--- src/rtl/arcade_dial_emu.sv ---
// arcade_dial_emu: joystick up/down to spinner dial pulses or Gray quadrature, per-channel wrapping position.
// Define DIAL_ACCEL_EN to speed up the step rate on long runs (P/2 after 8 steps, P/4 after 24).
module arcade_dial_emu #(
    parameter int NUM_CH = 2,
    parameter int DIV_W  = 16,
    parameter int QUAD   = 0,
    parameter int POS_W  = 8
) (
    input  logic                    clk,
    input  logic                    reset,
    input  logic                    ce,
    input  logic [DIV_W-1:0]        period,
    input  logic [NUM_CH-1:0]       enable,
    input  logic [NUM_CH-1:0]       invert,
    input  logic [NUM_CH-1:0]       up,
    input  logic [NUM_CH-1:0]       down,
    output logic [2*NUM_CH-1:0]     dial,
    output logic [POS_W*NUM_CH-1:0] pos,
    output logic [NUM_CH-1:0]       step
);
    typedef enum logic [1:0] {IDLE, FWD, REV, GAP} state_t;

    logic [DIV_W-1:0] p_base;
    assign p_base = (period == '0) ? DIV_W'(1) : period;

    for (genvar g = 0; g < NUM_CH; g++) begin : g_ch
        state_t           st_q, st_d;
        logic [DIV_W-1:0] cnt_q, cnt_d, p_eff, h_eff;
        logic [POS_W-1:0] pos_q, pos_d;
        logic             step_q, step_d, fwd, rev, hit;
`ifdef DIAL_ACCEL_EN
        logic [4:0]       run_q, run_d;
        logic [DIV_W-1:0] p_sh;
        assign p_sh  = (run_q >= 5'd24) ? p_base >> 2 : (run_q >= 5'd8) ? p_base >> 1 : p_base;
        assign p_eff = (p_sh == '0) ? DIV_W'(1) : p_sh;
`else
        assign p_eff = p_base;
`endif
        assign h_eff = ((p_eff >> 1) == '0) ? DIV_W'(1) : p_eff >> 1;
        assign fwd   = (invert[g] ? down[g] : up[g]) & ~(up[g] & down[g]);
        assign rev   = (invert[g] ? up[g] : down[g]) & ~(up[g] & down[g]);
        // >= rather than == so a shortened period mid-run steps on the next tick
        assign hit   = cnt_q >= p_eff - DIV_W'(1);

        always_comb begin
            st_d   = st_q;
            cnt_d  = cnt_q;
            pos_d  = pos_q;
            step_d = 1'b0;
`ifdef DIAL_ACCEL_EN
            run_d  = run_q;
`endif
            if (!enable[g]) begin
                st_d  = IDLE;
                cnt_d = '0;
`ifdef DIAL_ACCEL_EN
                run_d = '0;
`endif
            end else if (ce) begin
                case (st_q)
                    IDLE: if (fwd || rev) begin
                        st_d   = fwd ? FWD : REV;
                        cnt_d  = '0;
                        step_d = 1'b1;
                        pos_d  = fwd ? pos_q + POS_W'(1) : pos_q - POS_W'(1);
                    end
                    FWD, REV: if ((st_q == FWD) ? !fwd : !rev) begin
                        st_d  = GAP;
                        cnt_d = '0;
`ifdef DIAL_ACCEL_EN
                        run_d = '0;
`endif
                    end else if (hit) begin
                        cnt_d  = '0;
                        step_d = 1'b1;
                        pos_d  = (st_q == FWD) ? pos_q + POS_W'(1) : pos_q - POS_W'(1);
`ifdef DIAL_ACCEL_EN
                        if (run_q != 5'd24) run_d = run_q + 5'd1;
`endif
                    end else begin
                        cnt_d = cnt_q + DIV_W'(1);
                    end
                    default: if (cnt_q >= h_eff - DIV_W'(1)) begin
                        st_d  = IDLE;
                        cnt_d = '0;
                    end else begin
                        cnt_d = cnt_q + DIV_W'(1);
                    end
                endcase
            end
        end

        always_ff @(posedge clk or posedge reset) begin
            if (reset) begin
                st_q   <= IDLE;
                cnt_q  <= '0;
                pos_q  <= '0;
                step_q <= 1'b0;
`ifdef DIAL_ACCEL_EN
                run_q  <= '0;
`endif
            end else begin
                st_q   <= st_d;
                cnt_q  <= cnt_d;
                pos_q  <= pos_d;
                step_q <= step_d;
`ifdef DIAL_ACCEL_EN
                run_q  <= run_d;
`endif
            end
        end

        // quadrature phase tracks the low position bits, so it only moves on steps
        assign dial[2*g +: 2] = (QUAD != 0) ? {pos_q[1], pos_q[1] ^ pos_q[0]} :
                                (st_q == FWD && cnt_q < h_eff) ? 2'b10 :
                                (st_q == REV && cnt_q < h_eff) ? 2'b01 : 2'b11;
        assign pos[POS_W*g +: POS_W] = pos_q;
        assign step[g] = step_q;
    end
endmodule

--- config.mk ---
export PLATFORM = sky130hd
export DESIGN_NAME = arcade_dial_emu
export DESIGN_NICKNAME = d
export VERILOG_FILES = /design/src/rtl/arcade_dial_emu.sv
export SDC_FILE = /design/constraint.sdc
export NUM_CORES = 1
export LEC_CHECK = 0
export BUFFER_PORTS_ARGS = -buffer_cell sky130_fd_sc_hd__buf_2
export CAP_MARGIN = 20
export CORE_AREA = 2 2 107 109
export CTS_CLUSTER_DIAMETER = 40
export DETAILED_ROUTE_END_ITERATION = 10
export DIE_AREA = 0 0 109 111
export PLACE_DENSITY = 0.73
export SYNTH_ARGS = -nofsm -noshare
export SYNTH_HDL_FRONTEND = slang
export SYNTH_SLANG_ARGS = --single-unit
--- constraint.sdc ---
create_clock -name clk -period 6.4 [get_ports clk]
set_input_delay 1.28 -clock clk [delete_from_list [all_inputs] [get_ports clk]]
set_output_delay 1.28 -clock clk [all_outputs]
set_load 0.02 [all_outputs]
---- After elaboration in Yosys (flattened, before gate mapping) ----
Index checks and enable logic that the tools add are counted.
storage, ports and cells
  bits in registers ....................... 54
  logic and storage cells ................. 136
cells by class
  $add $sub $neg .......................... 8
  order comparisons ....................... 6
  equal/unequal tests ..................... 18
  multiplexer cells ....................... 64
  bitwise gates (word level) .............. 8
  reduce and logical (&&, ||, !) cells .... 24
operator list
  cell                     count
  $mux W16                 13
  $mux W8                  10
  $ge A16 B16 Y1           4
  $pmux W16 S2             2
  $add A16 B1 Y16 const B  2
  $logic_not A16 Y1        2
  $mux W2                  16
  $pmux W8 S2              2
  $add A8 B1 Y8 const B    2
  $lt A16 B15 Y1           1
  $lt A16 B16 Y1           1
  $mux W1                  16
  $ne A2 B2 Y1 const B     8
  $sub A15 B1 Y16 const B  1
  $sub A16 B1 Y16 const B  1
  $sub A8 B1 Y8 const B    2
  $mux W15                 1
  $ne A3 B3 Y1 const B     4
  $reduce_and A6 Y1        2
  $ne A4 B1 Y1 const B     2
  $pmux W2 S2              2
  $reduce_and A4 Y1        2
  $and A1 B1 Y1            6
  $eq A2 B1 Y1 const B     2
  other kinds (10)         24

---- Longest topological paths before layout ----
Gate-level depths: netlist of run 1.
  depth in word-level cells ............... 10
  depth in mapped cells ................... 19

---- Worst setup path after synthesis of run 1 ----
Ideal clock, no wire load.
  path kind ............................... input -> register
  start ................................... input period[12]
  end ..................................... register g_ch[1].cnt_q[10]
  arrival time ............................ 5,099 ps
  data required time ...................... 6,300 ps
  slack ................................... 1,201 ps
  cell stages on the path ................. 17
  buffers on the path ..................... 3
  path through ............................ clkbuf_1 > or4_1 > nor4_4 > a21oi_1 > ha_1 > nand3_1 > nor2_1 > xnor2_1 > ha_1 > a21o_1 > a21oi_1 > o22ai_1 > a211o_1 > or4_1 > buf_1 > clkbuf_1 > a311oi_1
between the ends
  longest elaborated chain between the ends .. 10
RTL lines
  what                  line  RTL
  start, declared       12    input logic [DIV_W-1:0] period,
  $logic_not A16 Y1     24    assign p_base = (period == '0) ? DIV_W'(1) : period;
  $mux W16 (*)          24
  $logic_not A16 Y1     39    assign h_eff = ((p_eff >> 1) == '0) ? DIV_W'(1) : p_eff >> 1;
  $mux W15              39
  $sub A15 B1 Y16       83    default: if (cnt_q >= h_eff - DIV_W'(1)) begin
  $ge A16 B16 Y1        83
  $mux W16              83
  $pmux W16 S2 (*)      60    case (st_q)
  $mux W16 (*)          59    end else if (ce) begin
  $mux W16 (*)          53    if (!enable[g]) begin
  end signal, assigned  104   cnt_q <= cnt_d;
  end, declared         28    logic [DIV_W-1:0] cnt_q, cnt_d, p_eff, h_eff;
Every way passes the cells marked *; elsewhere a longest branch is shown, timed or not. The select of a mux whose other input is x is not followed.
A chain may end at the register's enable or synchronous reset.

---- Final worst setup path of run 1 ----
  start ................................... input period[3]
  end ..................................... output dial[0]
between the ends
  longest elaborated chain between the ends .. 7
RTL lines
  what                     line  RTL
  $logic_not A16 Y1        24
  $mux W16 (*)             24
  $logic_not A16 Y1        39
  $mux W15 (*)             39
  $lt A16 B16 Y1 (*)       115   (st_q == FWD && cnt_q < h_eff) ? 2'b10 :
  $logic_and A1 B1 Y1 (*)  115
  $mux W2 (*)              115
  end, declared            17    output logic [2*NUM_CH-1:0] dial,
Every way passes the cells marked *; elsewhere a longest branch is shown, timed or not.

==> results of run 1 <==
-- cell families (layout without fill, tap and decap cells) --
group | count (synthesis) | count (layout) | synth area share (%)
flops | 54 | 54 | 23.0
fa+ha+maj | 106 | 106 | 22.5
mux | 9 | 9 | 1.53
xor+xnor | 73 | 73 | 10.9
compound gates | 131 | 131 | 16.9
simple gates | 238 | 238 | 21.0
buf+inv | 60 | 104 | 4.12
other cells | 1 | 2 | 0.0637
-- power by group --
part | total (mW) | internal [mW] | switching, mW | leakage [nW]
clock | 0.294 | 0.167 | 0.127 | 0.0801
combinational | 0.531 | 0.200 | 0.331 | 2.23
sequential | 0.473 | 0.396 | 0.0767 | 0.728
total | 1.30 | 0.764 | 0.534 | 3.04
-- synthesized netlist by cell type (9+ instances only) --
| master | number |
|---|---|
| nand4_1 | 18 |
| nor3_1 | 17 |
| xnor2_1 | 41 |
| nand2_1 | 53 |
| nand3_1 | 26 |
| clkbuf_1 | 9 |
| xor2_1 | 32 |
| inv_1 | 44 |
| nor2_1 | 57 |
| dfrtp_1 | 54 |
| o21a_1 | 9 |
| nor2b_1 | 10 |
| a21oi_1 | 30 |
| mux2i_1 | 9 |
| nand2b_1 | 9 |
| nor4_1 | 12 |
| o21ai_0 | 15 |
| a311oi_2 | 9 |
| ha_1 | 106 |
| a21o_1 | 10 |
-- worst max path at each step --
| stage | from | end | slack (ps) | cells after the start |
|---|---|---|---|---|
| floorplan | period[12] | g_ch[1].cnt_q[10] | 1200 | 17 |
| global placement | period[3] | g_ch[1].cnt_q[14] | 830 | 15 |
| detailed placement | period[3] | g_ch[1].cnt_q[14] | 670 | 15 |
| CTS | period[3] | dial[0] | 860 | 14 |
| global route | period[3] | dial[0] | 670 | 14 |
| finish | period[3] | dial[0] | 890 | 14 |
-- area by class of cell --
| cell class | instances | area [sq um] | area share [%] |
|---|---|---|---|
| sequential | 54 | 1350 | 21.1 |
| timing repair buffer | 51 | 263 | 4.09 |
| clock inverter | 1 | 8.76 | 0.136 |
| tap | 143 | 179 | 2.79 |
| clock buffer | 7 | 153 | 2.38 |
| multi-input combinational | 559 | 4300 | 66.9 |
| inverter | 45 | 169 | 2.63 |
-- metrics by stage --
stage	cell area, sq um	setup WS, ps
after floorplan	5890	1200
after global placement	6260	829
after detailed placement	6260	673
after CTS	6420	859
after global routing	6420	674
final	6420	887
-- critical path, cell delays in order --
cell and delay (ps):
buf_2 130, or4_1 620, nor4_4 420, nand2_1 100, nand2_1 130, ha_1 190
nor2b_1 50, o21a_1 160, o21a_1 150, o21ai_0 140, a21oi_1 90, a211oi_1 370
o211ai_1 190, buf_2 200
-- routing by layer --
| metal | track usage, % | wire (microns) | part of all wire [%] |
|---|---|---|---|
| met5 | 0 | 0 | 0 |
| met3 | 3.17 | 633 | 4.1 |
| met4 | 8.55 | 415 | 2.7 |
| met1 | 35.9 | 7110 | 46 |
| met2 | 42.2 | 7250 | 47 |
-- flip-flops by register name, indices dropped and copies added (netlist names) --
register     count
g_ch.step_q      2
g_ch.cnt_q      32
g_ch.st_q        4
g_ch.pos_q      16
==> reports/metrics.cfg, run 1 <==
[placed_design]
placed_cells=852
place_hpwl_mm=12.3
portBuffers=48
globalplace.congestion=0.936

[global_routing]
grtUsageTotal_pct=26.1
grt_max_degree=55
grt_overflow=0
grt_pass1_vias=4997
grt_pass1_wl_mm=24.9
grt_antenna_before_repair=0

[timing]
fin_crit_sh_pct=86.1
hold_viol=0
tns_ps=0
setup_viol=0
max_freq_ghz=0.181
max_slew_margin_pct=23.2
period_needed_ps=5510
clock_skew_ps=7.34
slew_viol_final=0
tightest_slew_ps=1140
rsz0062_at_grt=no
hold_slack_ps=464

[power_and_ir_drop]
vdd_ir_drop_max_uv=205
power_mw=1.30
leakage_nw=3.04
powerDensity_nw_per_um2=202

[synth]
avgSynthCellArea_sq_um=8.76
async_reset_ff_share_pct=100
yosys.area.top_type=dfrtp_1
synth_cell_types=72
synth_area_leaders=dfrtp_1, ha_1, xnor2_1
syn_inst=672
syn-cell-area_sq_um=5890
synth_edf_count=0
synth_flop_cell=dfrtp_1
ys_ff_latch=54
synth_top_area_share_pct=23.0
synth_warnings=0
yosysSeqAreaShare_pct=23.0

[critical_path]
worstSetupEndpointType=output port
r2r_start=g_ch[1].cnt_q[0]
r2r-end=g_ch[1].cnt_q[14]
reg2reg_setup_slack_ps=2970
rr_worst_depth=8
cp_max_fo=7
required_ps=5120
worstPathArrival_ps=4230
start_kind=input pin
crit_type=input pin to output port

[floorplan]
ios=49
coreArea_sq_um=11100
dieArea_sq_um=12100
die_w_microns=109
start_util_pct=53.1
rows=39
fp.dieH_microns=111

[cts]
clk_path_buf_depth=2
clk_pin_slew_ps=70
cts_resized=0
h-tree-depth=2
clock_latency_ps=300
cts.sink_count=54
clockRootBuffer=clkbuf_16
postCtsSetupRepairBufs=0
postCtsHoldBufs=0
cts_tree=built
cts_buffers=5

[finish]
diodes=0
instances_no_fill=860
post-route-util_pct=57.9
final_cell_mix=ha_1, nor2_1, dfrtp_1, nand2_1, buf_2
final_nets=849
final_common_cell=ha_1
drive_gt1_share_pct=11.9
area_growth_pct=9.06
n_fill_cell=988

[outcome]
outcome=finished, final reports clean

[worst_hold_path]
min_delay_path_depth=1
hold_path_class=flip-flop to flip-flop
holdCritStartpoint=g_ch[1].pos_q[7]
worst_hold_path.endpoint=g_ch[1].pos_q[7]

[detailed_routing]
initialDrtViolationCount=343
ant_nets=0
first_pass_iters=5
drc=0
num_vias=5222
routed_wl_mm=15.4
avgRoutedWirePerCell_microns=17.9
via_per_inst=6.07

[run]
cap_violations=0

Power figures use the tool's default switching activity.
==> inputs of run 2 (changes only) <==
Settings changed: CELL_PAD_IN_SITES_DETAIL_PLACEMENT set to 1, CELL_PAD_IN_SITES_GLOBAL_PLACEMENT set to 2, CORE_AREA 2 2 107 109 to 2 2 123 125, DIE_AREA 0 0 109 111 to 0 0 125 127, GPL_TIMING_DRIVEN set to 0, PLACE_DENSITY 0.73 to not set, PLACE_DENSITY_LB_ADDON set to 0.1.
==> run 2 against run 1 <==
Effect of this change: setup slack worse by 580 ps; register-to-register slack worse by 160 ps; critical endpoint is now g_ch[1].cnt_q[3]; largest cell class unchanged; design area increased by 1.5%; critical path type is now input pin to flip-flop; cell count up 6.0%.
==> reports/metrics.cfg, run 2 (synthesis results as in run 1) <==
[placed_design]
place_hpwl_mm=14.3  ; +16%
place_area_sq_um=6360  ; +1.7%
globalplace.congestion=0.907  ; -3.0%
portBuffers=45  ; -6.3%

[power_and_ir_drop]
leakage_nw=3.05  ; +0.41%
power_mw=1.31  ; +0.63%
vdd_ir_drop_max_uv=108  ; -47%
powerDensity_nw_per_um2=200  ; -0.88%

[cts]
cts_buffers=5  ; unchanged
postCtsHoldBufs=0  ; unchanged
h-tree-depth=2  ; unchanged
cts_tree=built
cts_resized=0  ; unchanged
clk_pin_slew_ps=80  ; about the same
cts.sink_count=54  ; unchanged
clock_latency_ps=310  ; about the same
clk_path_buf_depth=2  ; unchanged
postCtsSetupRepairBufs=0  ; unchanged
clockRootBuffer=clkbuf_16

[timing]
tns_ps=0  ; unchanged
rsz0062_at_grt=no
fin_crit_sh_pct=95.2  ; +9.0 points
slew_viol_final=0  ; unchanged
setup_viol=0  ; unchanged
period_needed_ps=6090  ; +577 ps
hold_viol=0  ; unchanged
max_freq_ghz=0.164  ; -9.5%
clock_skew_ps=9.59  ; +2.25 ps
max_slew_margin_pct=25.0  ; +1.8 points
tightest_slew_ps=1110  ; -26.3 ps
hold_slack_ps=464  ; +0.518 ps

[finish]
final_cell_mix=ha_1, nor2_1, dfrtp_1, nand2_1, buf_2
drive_gt1_share_pct=11.8  ; -0.042 points
diodes=0  ; unchanged
final_nets=860  ; +1.3%
final_area_sq_um=6520  ; +1.5%
final_common_cell=ha_1
n_fill_cell=1750  ; +77%
area_growth_pct=10.7
post-route-util_pct=45.2  ; -13 points
top_register=g_ch.cnt_q
reg_top3=g_ch.cnt_q x32, g_ch.pos_q x16, g_ch.st_q x4
largest_reg_flops=32  ; unchanged

[detailed_routing]
route.met2.wl_mm=8.26  ; +14%
routed_wl_mm=17.1  ; +11%
first_pass_iters=4  ; -1
met3_length_microns=406  ; -36%
avgRoutedWirePerCell_microns=18.8  ; +4.6%
routed.top_layer=met4
met1_length_mm=8.04  ; +13%
ant_nets=0  ; unchanged
initialDrtViolationCount=141  ; -59%
num_vias=5243  ; +0.40%
via_per_inst=5.75  ; -5.3%
drc=0  ; unchanged

[critical_path]
start_kind=input pin
reg2reg_setup_slack_ps=2810  ; -160 ps
r2r-end=g_ch[1].cnt_q[3]
crit_type=input pin to flip-flop
worstPathArrival_ps=6300  ; +2070 ps
cp_max_fo=10  ; +3
rr_worst_depth=10  ; +2
required_ps=6610  ; +1490 ps
worstSetupEndpointType=flip-flop
r2r_start=g_ch[1].cnt_q[0]

[worst_hold_path]
worst_hold_path.endpoint=g_ch[1].pos_q[7]
holdCritStartpoint=g_ch[1].pos_q[7]
hold_path_class=flip-flop to flip-flop
min_delay_path_depth=1  ; unchanged

[global_routing]
grt_pass1_wl_mm=28.4  ; +14%
grtUsageTotal_pct=22.2  ; -3.9 points
grt_antenna_before_repair=0  ; unchanged
grt_max_degree=33  ; -40%
grt_overflow=0  ; unchanged
grt_pass1_vias=5548  ; +11%

[run]
cap_violations=0  ; unchanged

[floorplan]
coreArea_sq_um=14400  ; +30%
start_util_pct=40.8  ; -12 points
die_w_microns=125  ; +15%
ios=49  ; unchanged
rows=44  ; +13%
fp.dieH_microns=127  ; +14%
dieArea_sq_um=15900  ; +31%

[outcome]
outcome=finished, final reports clean

run 2: through the flow:
stage | std cells | worst slack, ps
after detailed placement | 903 | 88.4
after CTS | 911 | 404
after global placement | 902 | 174
after floorplan | 673 | 1200
after global routing | 912 | 73.8
final | 912 | 309
run 2: layer usage:
| metal | GRT usage [%] | up-vias |
|---|---|---|
| met5 | 0 | - |
| met4 | 6.67 | 0 |
| met3 | 3.43 | 29 |
| met2 | 38.7 | 75 |
| met1 | 28.6 | 2570 |
| li1 | - | 2569 |
run 2: how the worst max path moves through the flow:
stage,startpoint,end,slack [ps],cells after the start
finish,period[3],g_ch[1].cnt_q[3],310,17
global route,period[3],g_ch[1].cnt_q[10],70,17
CTS,period[3],g_ch[1].cnt_q[3],400,17
detailed placement,period[3],g_ch[1].cnt_q[3],90,17
global placement,period[3],g_ch[1].cnt_q[9],170,17
floorplan,period[12],g_ch[1].cnt_q[10],1200,17
run 2: layout make-up:
| type | count | area, sq um | area share (%) |
|---|---|---|---|
| multi-input combinational | 559 | 4300 | 65.9 |
| sequential | 54 | 1350 | 20.7 |
| timing repair buffer | 47 | 250 | 3.84 |
| tap | 184 | 230 | 3.53 |
| inverter | 45 | 169 | 2.59 |
| clock buffer | 5 | 125 | 1.92 |
| buffer | 15 | 73.8 | 1.13 |
| clock inverter | 3 | 21.3 | 0.326 |
run 2: report_power, final:
group          internal, mW  leakage, nW  switching [mW]  total [mW]
Combinational         0.203         2.26           0.343       0.546
Clock                 0.146       0.0698           0.140       0.285
Sequential            0.396        0.728          0.0786       0.474
Total                 0.745         3.05           0.561        1.31
run 2: critical path: stages:
cell	delay (ps)
buf_2	140
or4_1	690
nor4_4	500
a21oi_1	250
ha_1	320
nand3_1	200
nor2_1	80
xnor2_1	280
ha_1	300
o21a_1	160
o21ai_0	260
a211oi_1	130
a211o_1	320
or4_1	410
buf_1	240
clkbuf_1	360
a311oi_2	390
